[src/rtl/rtc_time_keeper_if.sv]
// Control and display bundle for the 1 Hz time-of-day keeper.
// master drives time/alarm controls; slave is the keeper itself.
interface rtc_time_keeper_if;
  logic       run;
  logic       set_valid;
  logic [4:0] set_hr;
  logic [5:0] set_min;
  logic [5:0] set_sec;
  logic       alarm_set;
  logic [4:0] alarm_hr;
  logic [5:0] alarm_min;
  logic       alarm_on;
  logic       snooze;
  logic       stop;
  logic [7:0] hr_bcd;
  logic [7:0] min_bcd;
  logic [7:0] sec_bcd;
  logic       pm;
  logic       tick_min;
  logic       tick_hr;
  logic       ringing;
  logic       set_err;

  modport master (
    output run, set_valid, set_hr, set_min, set_sec, alarm_set, alarm_hr, alarm_min,
           alarm_on, snooze, stop,
    input  hr_bcd, min_bcd, sec_bcd, pm, tick_min, tick_hr, ringing, set_err
  );

  modport slave (
    input  run, set_valid, set_hr, set_min, set_sec, alarm_set, alarm_hr, alarm_min,
           alarm_on, snooze, stop,
    output hr_bcd, min_bcd, sec_bcd, pm, tick_min, tick_hr, ringing, set_err
  );
endinterface

[src/rtl/rtc_time_keeper.sv]
// hh:mm:ss time-of-day counter on the 1 Hz tick with load, 12/24 h decode
// and an alarm that rings, snoozes and auto-stops.
module rtc_time_keeper #(
  parameter int unsigned HOUR_MODE  = 24,
  parameter int unsigned RING_SEC   = 60,
  parameter int unsigned SNOOZE_SEC = 300
) (
  input logic              clk_1Hz,
  input logic              rst,
  rtc_time_keeper_if.slave tk_io
);

  localparam logic [1:0] StIdle    = 2'd0;
  localparam logic [1:0] StRinging = 2'd1;
  localparam logic [1:0] StSnooze  = 2'd2;

  localparam logic [7:0] RingLoad = 8'(RING_SEC - 1);
  localparam logic [9:0] SnzLoad  = 10'(SNOOZE_SEC - 1);

  logic [4:0] hr_q, hr_d;
  logic [5:0] min_q, min_d;
  logic [5:0] sec_q, sec_d;
  logic [4:0] alm_hr_q, alm_hr_d;
  logic [5:0] alm_min_q, alm_min_d;
  logic [1:0] st_q, st_d;
  logic [7:0] ring_cnt_q, ring_cnt_d;
  logic [9:0] snz_cnt_q, snz_cnt_d;
  logic       tick_min_q, tick_min_d;
  logic       tick_hr_q, tick_hr_d;
  logic       set_err_q, set_err_d;

  logic set_ok, alm_ok, inc, sec_wrap, min_wrap, match;
  logic [4:0] hr12;

  function automatic logic [7:0] bin2bcd(input logic [5:0] v);
    logic [5:0] tens, units;
    tens  = v / 6'd10;
    units = v - tens * 6'd10;
    return {tens[3:0], units[3:0]};
  endfunction

  always_comb begin
    set_ok = tk_io.set_valid && (tk_io.set_hr <= 5'd23) && (tk_io.set_min <= 6'd59) &&
             (tk_io.set_sec <= 6'd59);
    alm_ok = tk_io.alarm_set && (tk_io.alarm_hr <= 5'd23) && (tk_io.alarm_min <= 6'd59);
    // A rejected load does not block counting.
    inc      = tk_io.run && !set_ok;
    sec_wrap = inc && (sec_q == 6'd59);
    min_wrap = sec_wrap && (min_q == 6'd59);

    hr_d       = hr_q;
    min_d      = min_q;
    sec_d      = sec_q;
    tick_min_d = sec_wrap;
    tick_hr_d  = min_wrap;
    set_err_d  = (tk_io.set_valid && !set_ok) || (tk_io.alarm_set && !alm_ok);

    if (set_ok) begin
      hr_d  = tk_io.set_hr;
      min_d = tk_io.set_min;
      sec_d = tk_io.set_sec;
    end else if (inc) begin
      if (sec_wrap) begin
        sec_d = 6'd0;
        if (min_wrap) begin
          min_d = 6'd0;
          hr_d  = (hr_q == 5'd23) ? 5'd0 : hr_q + 5'd1;
        end else begin
          min_d = min_q + 6'd1;
        end
      end else begin
        sec_d = sec_q + 6'd1;
      end
    end

    alm_hr_d  = alm_ok ? tk_io.alarm_hr : alm_hr_q;
    alm_min_d = alm_ok ? tk_io.alarm_min : alm_min_q;

    match = sec_wrap && (hr_d == alm_hr_q) && (min_d == alm_min_q);

    st_d       = st_q;
    ring_cnt_d = ring_cnt_q;
    snz_cnt_d  = snz_cnt_q;
    unique case (st_q)
      StRinging: begin
        if (tk_io.stop || !tk_io.alarm_on) begin
          st_d = StIdle;
        end else if (tk_io.snooze) begin
          st_d      = StSnooze;
          snz_cnt_d = SnzLoad;
        end else if (ring_cnt_q == 8'd0) begin
          st_d = StIdle;
        end else begin
          ring_cnt_d = ring_cnt_q - 8'd1;
        end
      end
      StSnooze: begin
        if (tk_io.stop || !tk_io.alarm_on) begin
          st_d = StIdle;
        end else if (snz_cnt_q == 10'd0) begin
          st_d       = StRinging;
          ring_cnt_d = RingLoad;
        end else begin
          snz_cnt_d = snz_cnt_q - 10'd1;
        end
      end
      default: begin
        st_d = StIdle;
        if (tk_io.alarm_on && match) begin
          st_d       = StRinging;
          ring_cnt_d = RingLoad;
        end
      end
    endcase
  end

  always_ff @(posedge clk_1Hz or posedge rst) begin
    if (rst) begin
      hr_q       <= 5'd0;
      min_q      <= 6'd0;
      sec_q      <= 6'd0;
      alm_hr_q   <= 5'd0;
      alm_min_q  <= 6'd0;
      st_q       <= StIdle;
      ring_cnt_q <= 8'd0;
      snz_cnt_q  <= 10'd0;
      tick_min_q <= 1'b0;
      tick_hr_q  <= 1'b0;
      set_err_q  <= 1'b0;
    end else begin
      hr_q       <= hr_d;
      min_q      <= min_d;
      sec_q      <= sec_d;
      alm_hr_q   <= alm_hr_d;
      alm_min_q  <= alm_min_d;
      st_q       <= st_d;
      ring_cnt_q <= ring_cnt_d;
      snz_cnt_q  <= snz_cnt_d;
      tick_min_q <= tick_min_d;
      tick_hr_q  <= tick_hr_d;
      set_err_q  <= set_err_d;
    end
  end

  always_comb begin
    hr12 = hr_q;
    if (hr_q == 5'd0) begin
      hr12 = 5'd12;
    end else if (hr_q > 5'd12) begin
      hr12 = hr_q - 5'd12;
    end
    tk_io.sec_bcd = bin2bcd(sec_q);
    tk_io.min_bcd = bin2bcd(min_q);
    if (HOUR_MODE == 12) begin
      tk_io.hr_bcd = bin2bcd({1'b0, hr12});
      tk_io.pm     = (hr_q >= 5'd12);
    end else begin
      tk_io.hr_bcd = bin2bcd({1'b0, hr_q});
      tk_io.pm     = 1'b0;
    end
  end

  assign tk_io.tick_min = tick_min_q;
  assign tk_io.tick_hr  = tick_hr_q;
  assign tk_io.ringing  = (st_q == StRinging);
  assign tk_io.set_err  = set_err_q;

endmodule

[src/flat_wrapper.sv]
// flat-port wrapper written by rule: the top's interface ports become plain ports
module rtc_time_keeper_flat 
#(
  parameter int unsigned HOUR_MODE  = 24,
  parameter int unsigned RING_SEC   = 60,
  parameter int unsigned SNOOZE_SEC = 300
)
  (clk_1Hz, rst, tk_io_run, tk_io_set_valid, tk_io_set_hr, tk_io_set_min, tk_io_set_sec, tk_io_alarm_set, tk_io_alarm_hr, tk_io_alarm_min, tk_io_alarm_on, tk_io_snooze, tk_io_stop, tk_io_hr_bcd, tk_io_min_bcd, tk_io_sec_bcd, tk_io_pm, tk_io_tick_min, tk_io_tick_hr, tk_io_ringing, tk_io_set_err);
  rtc_time_keeper_if tk_io_i ();
  input logic clk_1Hz;
  input logic rst;
  input wire logic [$bits(tk_io_i.run)-1:0] tk_io_run;
  input wire logic [$bits(tk_io_i.set_valid)-1:0] tk_io_set_valid;
  input wire logic [$bits(tk_io_i.set_hr)-1:0] tk_io_set_hr;
  input wire logic [$bits(tk_io_i.set_min)-1:0] tk_io_set_min;
  input wire logic [$bits(tk_io_i.set_sec)-1:0] tk_io_set_sec;
  input wire logic [$bits(tk_io_i.alarm_set)-1:0] tk_io_alarm_set;
  input wire logic [$bits(tk_io_i.alarm_hr)-1:0] tk_io_alarm_hr;
  input wire logic [$bits(tk_io_i.alarm_min)-1:0] tk_io_alarm_min;
  input wire logic [$bits(tk_io_i.alarm_on)-1:0] tk_io_alarm_on;
  input wire logic [$bits(tk_io_i.snooze)-1:0] tk_io_snooze;
  input wire logic [$bits(tk_io_i.stop)-1:0] tk_io_stop;
  output wire logic [$bits(tk_io_i.hr_bcd)-1:0] tk_io_hr_bcd;
  output wire logic [$bits(tk_io_i.min_bcd)-1:0] tk_io_min_bcd;
  output wire logic [$bits(tk_io_i.sec_bcd)-1:0] tk_io_sec_bcd;
  output wire logic [$bits(tk_io_i.pm)-1:0] tk_io_pm;
  output wire logic [$bits(tk_io_i.tick_min)-1:0] tk_io_tick_min;
  output wire logic [$bits(tk_io_i.tick_hr)-1:0] tk_io_tick_hr;
  output wire logic [$bits(tk_io_i.ringing)-1:0] tk_io_ringing;
  output wire logic [$bits(tk_io_i.set_err)-1:0] tk_io_set_err;
  assign tk_io_i.run = tk_io_run;
  assign tk_io_i.set_valid = tk_io_set_valid;
  assign tk_io_i.set_hr = tk_io_set_hr;
  assign tk_io_i.set_min = tk_io_set_min;
  assign tk_io_i.set_sec = tk_io_set_sec;
  assign tk_io_i.alarm_set = tk_io_alarm_set;
  assign tk_io_i.alarm_hr = tk_io_alarm_hr;
  assign tk_io_i.alarm_min = tk_io_alarm_min;
  assign tk_io_i.alarm_on = tk_io_alarm_on;
  assign tk_io_i.snooze = tk_io_snooze;
  assign tk_io_i.stop = tk_io_stop;
  assign tk_io_hr_bcd = tk_io_i.hr_bcd;
  assign tk_io_min_bcd = tk_io_i.min_bcd;
  assign tk_io_sec_bcd = tk_io_i.sec_bcd;
  assign tk_io_pm = tk_io_i.pm;
  assign tk_io_tick_min = tk_io_i.tick_min;
  assign tk_io_tick_hr = tk_io_i.tick_hr;
  assign tk_io_ringing = tk_io_i.ringing;
  assign tk_io_set_err = tk_io_i.set_err;
  rtc_time_keeper #(.HOUR_MODE(HOUR_MODE), .RING_SEC(RING_SEC), .SNOOZE_SEC(SNOOZE_SEC)) u_core (.clk_1Hz(clk_1Hz), .rst(rst), .tk_io(tk_io_i));
endmodule
[config.mk]
export PLATFORM = sky130hd
export DESIGN_NAME = rtc_time_keeper_flat
export DESIGN_NICKNAME = d
export VERILOG_FILES = /design/src/rtl/rtc_time_keeper_if.sv /design/src/rtl/rtc_time_keeper.sv /design/src/flat_wrapper.sv
export SDC_FILE = /design/constraint.sdc
export NUM_CORES = 1
export LEC_CHECK = 0
export ABC_AREA = 1
export BUFFER_PORTS_ARGS = -buffer_cell sky130_fd_sc_hd__clkbuf_2
export CAP_MARGIN = 20
export CELL_PAD_IN_SITES_DETAIL_PLACEMENT = 1
export CELL_PAD_IN_SITES_GLOBAL_PLACEMENT = 2
export CORE_MARGIN = 1.5
export CORE_UTILIZATION = 30
export CTS_CLUSTER_DIAMETER = 100
export CTS_CLUSTER_SIZE = 30
export DETAILED_ROUTE_END_ITERATION = 16
export HOLD_SLACK_MARGIN = 0.06
export PLACE_DENSITY_LB_ADDON = 0.1
export SYNTH_ARGS = -nofsm -noshare
export SYNTH_HDL_FRONTEND = slang
export SYNTH_SLANG_ARGS = --single-unit
[constraint.sdc]
create_clock -name clk_1Hz -period 4.65 [get_ports clk_1Hz]
set_input_delay 0.93 -clock clk_1Hz [delete_from_list [all_inputs] [get_ports clk_1Hz]]
set_output_delay 0.93 -clock clk_1Hz [all_outputs]
set_load 0.01 [all_outputs]
# Word-level counts from Yosys, hierarchy flattened

Cells that the tools add are included.

Register bits: 51
Bits of input ports: 36
Output and inout port bits: 29

Add/subtract/negate cells: 8
Multiply operators: 3
Divide/modulo/power cells: 3
Order comparisons: 5
Equal/unequal tests: 16
Muxes and demuxes: 31
Reduce and logical (&&, ||, !) cells: 26

Operators by type and width:

| operator                | number |
|---|---|
| $mux W8                 | 6 |
| $mux W6                 | 7 |
| $mux W10                | 4 |
| $mux W5                 | 5 |
| $pmux W10 S2            | 1 |
| $le A6 B6 Y1 const B    | 3 |
| $mul A6 B3 Y3 const B   | 3 |
| $pmux W8 S2             | 1 |
| $logic_and A1 B1 Y1     | 13 |
| $add A6 B1 Y6 const B   | 2 |
| $div A6 B4 Y6 const B   | 2 |
| $eq A6 B6 Y1 const B    | 2 |
| $ne A2 B2 Y1 const B    | 6 |
| $sub A4 B4 Y4           | 3 |
| $le A5 B5 Y1 const B    | 2 |
| $logic_not A10 Y1       | 1 |
| $mux W2                 | 5 |
| $sub A10 B1 Y10 const B | 1 |
| $logic_not A8 Y1        | 1 |
| $sub A8 B1 Y8 const B   | 1 |
| $div A5 B4 Y6 const B   | 1 |
| $eq A6 B6 Y1            | 1 |
| $reduce_and A6 Y1       | 1 |
| $add A5 B1 Y5 const B   | 1 |
| other kinds (15)        | 19 |

# Depth between registers and ports, before layout

Depth after elaboration: 18
Depth in mapped cells: 19
Mapped depth without buffers: 19

# Worst setup path before layout

OpenSTA, ideal clock, no wires.

Path type: register -> output
Start: register u_core.min_q[4]
End: output tk_io_min_bcd[3]
Data arrival time: 3213 ps
Required time: 3720 ps
Setup slack: 507 ps
Cell stages (with the launch flop): 18
Buffers on the path: 0
Cell sequence: dfrtp_1 > inv_1 > o21ai_0 > o21ai_0 > inv_1 > nor2_1 > o21ai_0 > inv_1 > ha_1 > nand2_1 > o22ai_1 > o221ai_1 > ha_1 > inv_1 > fa_1 > xnor2_1 > xor2_1 > inv_1

Word-level cells in the longest chain between the ends: 3

RTL lines:

| element                    | RTL line               | text |
|---|---|---|
| start, declared            | rtc_time_keeper.sv:21  | `logic [5:0] min_q, min_d;` |
| start signal, assigned     | rtc_time_keeper.sv:132 | `min_q <= min_d;` |
| $div A6 B4 Y6              | rtc_time_keeper.sv:37  | `tens = v / 6'd10;` |
| named net tk_io_min_bcd[5] | flat_wrapper.sv:24     | `output wire logic [$bits(tk_io_i.min_bcd)-1:0] tk_io_min_bcd;` |
| $mul A6 B3 Y3              | rtc_time_keeper.sv:38  | `units = v - tens * 6'd10;` |
| $sub A4 B4 Y4              | rtc_time_keeper.sv:38  |  |
| end, declared              | flat_wrapper.sv:24     |  |

The timed path passes the listed nets, and every way through them passes these cells.

# Worst setup path after layout

Start: register u_core.sec_q[3]
End: output tk_io_sec_bcd[3]

Word-level cells in the longest chain between the ends: 3

RTL lines:

| element                | RTL line               | text |
|---|---|---|
| start, declared        | rtc_time_keeper.sv:22  | `logic [5:0] sec_q, sec_d;` |
| start signal, assigned | rtc_time_keeper.sv:121 | `sec_q <= 6'd0;` |
| start signal, assigned | rtc_time_keeper.sv:133 | `sec_q <= sec_d;` |
| $div A6 B4 Y6          | rtc_time_keeper.sv:37  |  |
| $mul A6 B3 Y3          | rtc_time_keeper.sv:38  |  |
| $sub A4 B4 Y4 (*)      | rtc_time_keeper.sv:38  |  |
| end, declared          | flat_wrapper.sv:25     | `output wire logic [$bits(tk_io_i.sec_bcd)-1:0] tk_io_sec_bcd;` |

Every way passes the cells marked *; elsewhere a longest branch is shown, timed or not.

==> summary.txt <==
First-pass GRT wire length -> 17.5 mm
Ys async rst share -> 100%
Clk sinks -> 51
Reg clk slew, reported paths -> 60 ps
RSZ-0062 raised after global routing -> true
Die area -> 13,600 sq um
Total negative slack -> 0 ps
Type of the worst min-delay path -> reg2reg
Crit path max fanout -> 6
Clock skew -> 6.90 ps
Outcome -> finished, final reports clean
Most common cell in the netlist -> nand2_1
Worst Path Required -> 3720 ps
CTS tree -> built
Mapped Cells -> 541
Critical path cell sequence -> inv_1, o21ai_0, inv_1, nor2_1, o21ai_0, inv_1, ha_1, nand2_1, o21ai_0, o221ai_2, ha_1, inv_1, fa_1, xnor2_1, xor2_1, inv_1, clkbuf_2
Storage cell area -> 1280 sq um
RD Place Congestion -> 0.714
DRC errors left -> 0
Die Wd -> 117 um
Buffer depth of the longest clock path -> 2
# nets final -> 659
YS warnings -> 0
Fill cells -> 1,635
Post-DR vias/cell -> 4.59
Yosys cell types -> 42
Clk root buf -> clkbuf_16
Routed len/inst -> 13.6 um
# setup viols final -> 0
CP arrival -> 3410 ps
Depth of the CTS H-tree -> 2
Initial core utilization -> 30.7%
Sequential share of the synthesized area -> 32.9%
Antenna viol nets, final -> 0
Crit path buf inv count -> 6
Post-Syn Area -> 3880 sq um
Power Dens Cells -> 406 nW/um^2
Worst path slowest cell -> dfrtp_1
Overall Global Routing Usage -> 16.6%
Detailed Route Iter0 Violations -> 98
Worst-Skew Late Latency -> 300 ps
Measured slew at the worst slew-check pin -> 693 ps
Syn avg cell area -> 7.17 sq um
CP Capture Type -> primary output
VDD IR max -> 137 uV
Commonest cells post-synth -> nand2_1, inv_1, dfrtp_1, nor2_1, o21ai_0
Initial antenna violation count -> 0
Post-DP Area -> 4310 sq um
Io pins -> 65
Top post-synthesis cells by area -> dfrtp_1, nand2_1, inv_1, ha_1, nor2_1
Post-DP HPWL -> 8.13 mm
Number of synthesized register bits -> 51
Total CTS buffers -> 5
Max-slew headroom -> 53.8%
Slew Limit Fails -> 0
Final Cycle Share -> 93.2%
CP max stage delay -> 410 ps
I/O Buffers -> 59
Max-Cap Viols -> 0
Final Hold Viols -> 0
Area of the multi-input gates -> 2170 sq um
Top cell by count, worst path -> inv_1
Gr ovfl total -> 0
Layout cells sized above 1 -> 18.4%
Area fraction of the dominant cell type after synthesis -> 32.9%
Routed WL -> 10.5 mm
Synth-to-layout area growth -> 15.7%
Vias in the first global route -> 3,595
Vias post-DR -> 3,531
Peak Freq -> 231 MHz
FP Rows -> 41
Core footprint -> 12,600 sq um
Leakage -> 2.37 nW
Synth area leader -> dfrtp_1
Minimum clock period -> 4340 ps
Largest net degree at the start of global routing -> 33
Critical path's top delay family -> adder cells
ANT cells -> 0
DR pass1 iterations -> 4
Design area -> 4490 sq um
Main flop type after synthesis -> dfrtp_1
Post-synth EDFFs -> 0
Die Y -> 117 um
Critical path class -> reg2out
Crit start category -> register
[through the flow]
stage	worst slack [ps]	instances	hold WS [ps]	total power, mW	utilization, %
after floorplan	507	545	438	1.19	-
after global placement	558	761	451	1.39	34.1
after detailed placement	311	761	463	1.42	34.1
after global routing	-34.8	770	516	2.00	35.6
after CTS	102	769	473	1.85	35.4
final	314	770	473	1.82	35.6
[power by group]
| part | switching, mW | internal, mW | total (mW) |
|---|---|---|---|
| logic | 0.464 | 0.312 | 0.776 |
| registers | 0.0995 | 0.539 | 0.639 |
| clock network | 0.177 | 0.230 | 0.407 |
[kinds of logic after synthesis]
group	after synthesis	share of synthesized area (%)
compound gates	64	9.36
xor+xnor	17	3.84
fa+ha+maj	26	8.97
buf+inv	111	11.9
flops	51	32.9
other cells	1	0.0967
simple gates	271	32.9
[registers in the layout, summed over array words and instances, names as in the netlist, 2 cells and up]
name               flops
u_core.snz_cnt_q      10
u_core.sec_q           6
u_core.alm_hr_q        5
u_core.hr_q            5
u_core.min_q           6
u_core.st_q            2
u_core.ring_cnt_q      8
u_core.alm_min_q       6
[repair_timing]
action	in CTS	in global routing
buffers inserted	0	1
gates resized for setup	2	4
pin swaps	0	1
endpoints found under the setup margin	1	3
hold buffers	0	0
[final cells by class]
type | count | area share (%)
Inverter | 95 | 7.98
Sequential cell | 51 | 28.4
Tap cell | 172 | 4.80
Clock buffer | 8 | 3.49
Multi-Input combinational cell | 383 | 48.4
Timing Repair Buffer | 61 | 6.92
[routing by layer]
layer | wire (um) | track usage [%] | share of wire [%] | up-vias
met5 | 0 | 0 | 0 | -
met4 | 129 | 4.58 | 1.2 | 0
met3 | 375 | 2.75 | 3.6 | 8
met2 | 5020 | 28.8 | 48 | 55
met1 | 4940 | 21.3 | 47 | 1679
li1 | - | - | - | 1789
[final timing paths]
check                                    start             endpoint  slack (ps)  cells after the start
setup / recovery               u_core.sec_q[3]     tk_io_sec_bcd[3]         310                     17
hold / removal             u_core.snz_cnt_q[9]  u_core.snz_cnt_q[9]         470                      1
setup reg to reg                u_core.st_q[1]  u_core.snz_cnt_q[7]        1730                     13
hold reg to reg            u_core.snz_cnt_q[9]  u_core.snz_cnt_q[9]         470                      1
max in group asynchronous                  rst   u_core.alm_hr_q[1]        3180                      3
min in group asynchronous                  rst  u_core.snz_cnt_q[2]         630                      2
[worst register-to-register path, stage by stage, from the launching register on]
cell and delay, ps:
dfrtp_1 400, inv_1 60, ha_1 430, nor2_2 110, nor2_1 190, nand2_1 90, nor2_1 250, nor2_1 200
nor3_1 220, nand2_1 90, or2_1 250, or2_1 250, o21ai_0 190, a21oi_1 60
[placed cells by master, fill, tap and decap left out, types with 9 or more instances in the layout]
master,synthesis,routed
o21ai_0,32,29
nor2_1,46,46
clkbuf_2,0,59
inv_1,92,91
xor2_1,10,10
nand3_1,30,30
dfrtp_1,51,51
a21oi_1,14,14
nand2_1,138,138
nand2_2,9,9
ha_1,23,23
or2_2,10,10
No activity file was read; power rests on OpenSTA's default activity.
